$ cat config.mk
export PLATFORM = sky130hd
export DESIGN_NAME = regfile_write_arbiter
export DESIGN_NICKNAME = d
export VERILOG_FILES = /design/src/rtl/regfile_write_arbiter.sv
export SDC_FILE = /design/constraint.sdc
export NUM_CORES = 1
export LEC_CHECK = 0
export BUFFER_PORTS_ARGS = -buffer_cell sky130_fd_sc_hd__buf_2
export CORE_AREA = 3 3 54 106
export CTS_BUF_LIST = sky130_fd_sc_hd__clkbuf_16
export CTS_CLUSTER_SIZE = 12
export DETAILED_ROUTE_END_ITERATION = 16
export DIE_AREA = 0 0 57 109
export PLACE_DENSITY_LB_ADDON = 0.15
export SYNTH_ARGS = -nofsm -noshare
export SYNTH_HDL_FRONTEND = slang
export SYNTH_SLANG_ARGS = --single-unit
$ cat constraint.sdc
create_clock -name i_clk -period 1.75 [get_ports i_clk]
set_clock_uncertainty 0.2 [all_clocks]
set_input_delay 0.0875 -clock i_clk [delete_from_list [all_inputs] [get_ports i_clk]]
set_output_delay 0.0875 -clock i_clk [all_outputs]
set_load 0.005 [all_outputs]
$ cat src/rtl/regfile_write_arbiter.sv
// Write-port owner for the 32x32 register file: zeroes all registers after reset or
// on request, then arbitrates two writeback requesters onto one registered write port.
module regfile_write_arbiter #(
  parameter int ADDR_W     = 5,
  parameter int DATA_W     = 32,
  parameter int NUM_REGS   = 32,
  parameter bit FIXED_PRIO = 1'b0
) (
  input  logic              i_clk,
  input  logic              i_rst,
  input  logic              i_clear_req,
  input  logic              i_req0_valid,
  input  logic [ADDR_W-1:0] i_req0_addr,
  input  logic [DATA_W-1:0] i_req0_data,
  output logic              o_req0_ready,
  input  logic              i_req1_valid,
  input  logic [ADDR_W-1:0] i_req1_addr,
  input  logic [DATA_W-1:0] i_req1_data,
  output logic              o_req1_ready,
  output logic              o_wr_en,
  output logic [ADDR_W-1:0] o_wr_addr,
  output logic [DATA_W-1:0] o_wr_data,
  output logic              o_busy
);

  typedef enum logic {
    ST_CLEAR = 1'b0,
    ST_ARB   = 1'b1
  } state_t;

  localparam logic [ADDR_W-1:0] LP_LAST_IDX = ADDR_W'(NUM_REGS - 1);

  state_t            r_state;
  state_t            w_state_nxt;
  logic [ADDR_W-1:0] r_clr_cnt;
  logic [ADDR_W-1:0] w_clr_idx;
  logic              r_rr_last;
  logic              r_wr_en;
  logic [ADDR_W-1:0] r_wr_addr;
  logic [DATA_W-1:0] r_wr_data;
  logic              r_busy;
  logic              w_grant0;
  logic              w_grant1;

  always_comb begin
    w_state_nxt = r_state;
    w_grant0    = 1'b0;
    w_grant1    = 1'b0;
    // A clear request restarts the sweep from register 0 in the same cycle.
    w_clr_idx   = i_clear_req ? '0 : r_clr_cnt;
    case (r_state)
      ST_CLEAR: begin
        if (w_clr_idx == LP_LAST_IDX) w_state_nxt = ST_ARB;
      end
      ST_ARB: begin
        if (i_clear_req) begin
          w_state_nxt = ST_CLEAR;
        end else if (!i_rst) begin
          if (i_req0_valid && i_req1_valid) begin
            if (FIXED_PRIO || r_rr_last) w_grant0 = 1'b1;
            else                         w_grant1 = 1'b1;
          end else if (i_req0_valid) begin
            w_grant0 = 1'b1;
          end else if (i_req1_valid) begin
            w_grant1 = 1'b1;
          end
        end
      end
      default: w_state_nxt = ST_CLEAR;
    endcase
  end

  always_ff @(posedge i_clk) begin
    if (i_rst) begin
      r_state   <= ST_CLEAR;
      r_clr_cnt <= '0;
      r_rr_last <= 1'b1;
      r_wr_en   <= 1'b0;
      r_wr_addr <= '0;
      r_wr_data <= '0;
      r_busy    <= 1'b1;
    end else begin
      r_state <= w_state_nxt;
      case (r_state)
        ST_CLEAR: begin
          r_wr_en   <= 1'b1;
          r_wr_addr <= w_clr_idx;
          r_wr_data <= '0;
          r_clr_cnt <= w_clr_idx + 1'b1;
          r_busy    <= (w_clr_idx != LP_LAST_IDX);
        end
        ST_ARB: begin
          r_wr_en <= 1'b0;
          if (i_clear_req) begin
            r_clr_cnt <= '0;
            r_busy    <= 1'b1;
          end else if (w_grant0) begin
            r_wr_addr <= i_req0_addr;
            r_wr_data <= i_req0_data;
            r_wr_en   <= (i_req0_addr != '0);
            r_rr_last <= 1'b0;
          end else if (w_grant1) begin
            r_wr_addr <= i_req1_addr;
            r_wr_data <= i_req1_data;
            r_wr_en   <= (i_req1_addr != '0);
            r_rr_last <= 1'b1;
          end
        end
        default: begin
          r_wr_en <= 1'b0;
          r_busy  <= 1'b1;
        end
      endcase
    end
  end

  assign o_req0_ready = w_grant0;
  assign o_req1_ready = w_grant1;
  assign o_wr_en      = r_wr_en;
  assign o_wr_addr    = r_wr_addr;
  assign o_wr_data    = r_wr_data;
  assign o_busy       = r_busy;

endmodule

======== After elaboration in Yosys (flattened, before gate mapping) ========
Index checks and enable logic that the tools add are counted.
word-level totals
  bits in registers ....................... 46
  output and inout port bits .............. 41
  input port bits ......................... 79
  logic and storage cells ................. 55
cells by class
  $add $sub $neg .......................... 1
  reduce and logical (&&, ||, !) cells .... 6
  muxes and demuxes ....................... 34
  bitwise operators ....................... 2
  eq/ne operators ......................... 5
operators by type and width
  kind                                                            number
  32-bit two-way mux                                              3
  32-bit one-hot mux with 2 select lines                          1
  1-bit two-way mux                                               21
  5-bit two-way mux                                               4
  5-bit one-hot mux with 2 select lines                           2
  5-bit nonzero test                                              2
  1-bit one-hot mux with 2 select lines                           3
  5-bit by 1-bit adder with 5-bit output (second input constant)  1
  5-bit == test (second input constant)                           1
  5-bit inequality test (second input constant)                   1
  2-bit inequality test (second input constant)                   2
  3-bit inequality test (second input constant)                   1
  3-bit AND reduction                                             1
  1-bit inverter                                                  2
  2-bit AND reduction                                             1
  2-bit nonzero test                                              1
  1-bit logical AND                                               1

======== Logic depth before layout (Yosys ltp) ========
  depth in word-level cells ............... 10
  gate-level depth with buffers ........... 9
  depth with buffers taken out ............ 9

======== Worst setup path after synthesis ========
Ideal clock, no wire load.
  path kind ............................... register to register
  start point ............................. reg r_state
  end point ............................... reg r_wr_data[26] (netlist: o_wr_data[26])
  cell stages (with the launch flop) ...... 7
  data required time ...................... 1459 ps
  path slack .............................. 210 ps
  data arrival time ....................... 1249 ps
  clock period less this slack ............ 1540 ps
  cells stage by stage .................... dfxtp_1 -> nor3b_4 -> and2_1 -> buf_4 -> buf_6 -> a21oi_1 -> a311oi_1
on the way
  longest elaborated chain between the ends .. 4
ends and longest elaborated chain
  what                                    RTL line  text
  start, declared                         33        state_t r_state;
  start signal, assigned                  83        r_state <= w_state_nxt;
  1-bit two-way mux                       51        case (r_state)
  32-bit two-way mux                      97        end else if (w_grant0) begin
  32-bit two-way mux                      94        if (i_clear_req) begin
  32-bit one-hot mux with 2 select lines  84        case (r_state)
  end signal, assigned                    99        r_wr_data <= i_req0_data;
  end signal, assigned                    104       r_wr_data <= i_req1_data;
  end, declared                           40        logic [DATA_W-1:0] r_wr_data;
Parallel ways exist; a longest one is shown, timed or not. The select of a mux whose other input is x is not followed.
A chain may end at the register's enable or synchronous reset.

======== Final worst setup path ========
  start point ............................. reg r_state
  end point ............................... reg r_wr_data[24] (netlist: o_wr_data[24])
Same word-level chain as after synthesis.

==> qor.yml <==
setup_viol: 0
numCtsBuffers: 5
nNetsFinal: 530
comb_power_share: 0.134
multiInputGateArea_mm2: 0.00115
rows: 36
grt_pass1_wl_um: 12300
drt-initial-drc-count: 145
ant_nets: 0
pre_cts_ws_ns: 0.0852
r2r_start: "r_state"
internal_power_mw: 1.76
startpoint: "r_state"
hold_viol: 0
slew_viol_final: 0
synth_area_per_cell_um2: 8.34
wl_per_cell_um: 15.7
slowest_delay_ns: 0.33
switching_share: 0.215
power.density_mw_per_mm2: 595
cts_tree: "done"
fp.dieH_um: 109
htreeDepth: 2
final_common_cell: "buf_2"
pwr-share-clk: 0.396
worst-path-max-fanout: 27
hpwl_um: 4550
power_mw: 2.25
synth_cells: 262
yosysWarnings: 0
p_switching_mw: 0.484
use_met3: 0.0415
synth_seq_cells: 46
die_w_um: 57
seqCellArea_um2: 922
ir_drop_mv: 0.609
start_util: 0.441
grt_use_total: 0.251
core_area_mm2: 0.00495
avgViaCountPerCell: 5.35
final_layout_size_suffix_gt1_frac: 0.333
start_kind: "register"
hp-start: "i_clear_req"
fillers: 356
worstSetupPathType: "register to register"
top_usage_layer: "met2"
area_growth_syn_to_layout_pct: 72.9
cp_cell_sequence: "nor3b_4 > nand3_2 > inv_2 > buf_12 > nand2_1 > a311oi_1"
dr.pass1.iters: 5
layout_common_cells: "buf_2 (119), dlygate4sd3_1 (76), nand2_1 (67)"
period_share: 0.974
port_buffers: 119
die_area_mm2: 0.00621
slew_headroom: 0.644
cts-root-buf: "clkbuf_16"
insertion_delay_ns: 0.28
io_pins: 120
crit_slowest_cell: "dfxtp_2"
antenna_found_initial: 0
grt_max_degree: 50
required_ns: 1.73
clockBufferDepth: 2
gp_congestion: 0.778
tightest_slew_ns: 0.534
p_leak_nw: 1.72
clock.fmax_ghz: 0.587
cts.sinks: 46
synth_area_mm2: 0.00218
grtUsageMet2: 0.468
hp-class: "primary input to register"
sequentialPowerShare: 0.470
crit_arrival_ns: 1.68
antenna_cells: 0
grt_use_met1: 0.260
routed_wl_um: 7940
synthDistinctLibCells: 37
seq_area_frac_synth: 0.422
status: "complete, no violations"
grt_overflow: 0
vias: 2713
fin_crit_ns: 1.70
first_global_vias: 2667
clk_pin_slew_ns: 0.06
setup_tns_ns: 0
syn_nets: 343
worst_setup_path_end_kind: "register"
fin_ws_ns: 0.0461
drv_cap: 0
drc: 0
## registers in the layout, indices dropped and copies added (netlist names)
name,count
r_rr_last,1
o_busy,1
r_state,1
o_wr_en,1
r_clr_cnt,5
o_wr_data,32
o_wr_addr,5
## worst max-delay path, delay by kind of cell, from the launching register on
kind,cells,cell delay [ns]
buf+inv,2,0.29
compound gates,1,0.29
simple gates,3,0.48
flops,1,0.33
## routing by layer
layer	wire (um)	part of all wire
met5	0	0
met1	2800	0.35
met3	376	0.047
met2	4430	0.56
met4	327	0.041
## power groups by stage
| stage | clock network, mW | logic [mW] | registers, mW |
|---|---|---|---|
| 6_report | 0.891 | 0.302 | 1.06 |
| 5_1_grt | 0.947 | 0.326 | 1.06 |
| 4_1_cts | 0.908 | 0.289 | 1.06 |
| 3_5_place_dp | 0 | 0.158 | 1.08 |
| 3_3_place_gp | 0 | 0.157 | 1.08 |
| 2_1_floorplan | 0 | 0.0506 | 1.08 |
## final cells by class
cell class / instances / share of cell area
Sequential cell: 46 / 0.244
Timing Repair Buffer: 205 / 0.393
Tap cell: 57 / 0.0189
Multi-Input combinational cell: 187 / 0.303
Clock inverter: 3 / 0.00331
Clock buffer: 5 / 0.0331
Inverter: 4 / 0.00397
## stage by stage
step,cells,area (um^2),hold WS [ns],utilization
final,507,3780,0.0621,0.762
after global routing,507,3780,0.0804,0.762
after CTS,507,3730,0.0636,0.754
after detailed placement,423,2840,0.161,0.572
after global placement,423,2840,0.152,0.572
after floorplan,262,2180,-0.0357,-
## cells in the mapped netlist
master	number	area share
buf_6	3	0.015
nor2b_1	5	0.014
o31ai_1	1	0.0034
dfxtp_1	46	0.42
xor2_1	1	0.0040
and2_1	1	0.0029
o22ai_1	2	0.0057
or2_2	2	0.0057
a41oi_1	2	0.0080
xnor2_1	1	0.0040
o221ai_1	1	0.0040
a311oi_1	31	0.12
nand4_1	1	0.0029
inv_1	3	0.0052
nand3_2	1	0.0046
a31oi_1	2	0.0057
and3_1	1	0.0029
nor2_1	5	0.0086
nand4b_1	1	0.0040
inv_2	1	0.0017
nand2_1	67	0.12
and2_0	1	0.0029
buf_4	6	0.021
nor3b_4	1	0.0086
a311oi_2	1	0.0069
buf_2	4	0.0092
or4_1	2	0.0069
buf_1	1	0.0017
clkbuf_1	11	0.019
a211o_1	1	0.0040
mux2i_1	7	0.032
ha_1	2	0.011
a21oi_1	33	0.076
nor3_1	4	0.0092
nand2b_1	5	0.014
o21ai_0	3	0.0069
nor3b_1	2	0.0069
## logic make-up (layout without fill, tap and decap cells)
logic type	count (synthesis)	after routing	share of synthesized area
simple gates	99	99	0.210
compound gates	77	77	0.245
flops	46	46	0.422
buf+inv	29	217	0.0727
mux	7	7	0.0321
fa+ha+maj	2	2	0.0115
xor+xnor	2	2	0.00802
## final timing paths
kind                        end  slack, ns  cells past startpoint
hold reg to reg          o_busy       0.27                      2
setup reg to reg  o_wr_data[24]       0.05                      6
setup / recovery  o_wr_data[24]       0.05                      6
hold / removal          r_state       0.06                      3
## timing repair
| action | in CTS | in global routing |
|---|---|---|
| gates resized for setup | 0 | 9 |
| hold buffers | 76 | 0 |
| setup buffers | 0 | 0 |
| setup endpoints to repair | 0 | 28 |
| endpoints found under the hold margin | 40 | 0 |
Power figures use the tool's default switching activity.
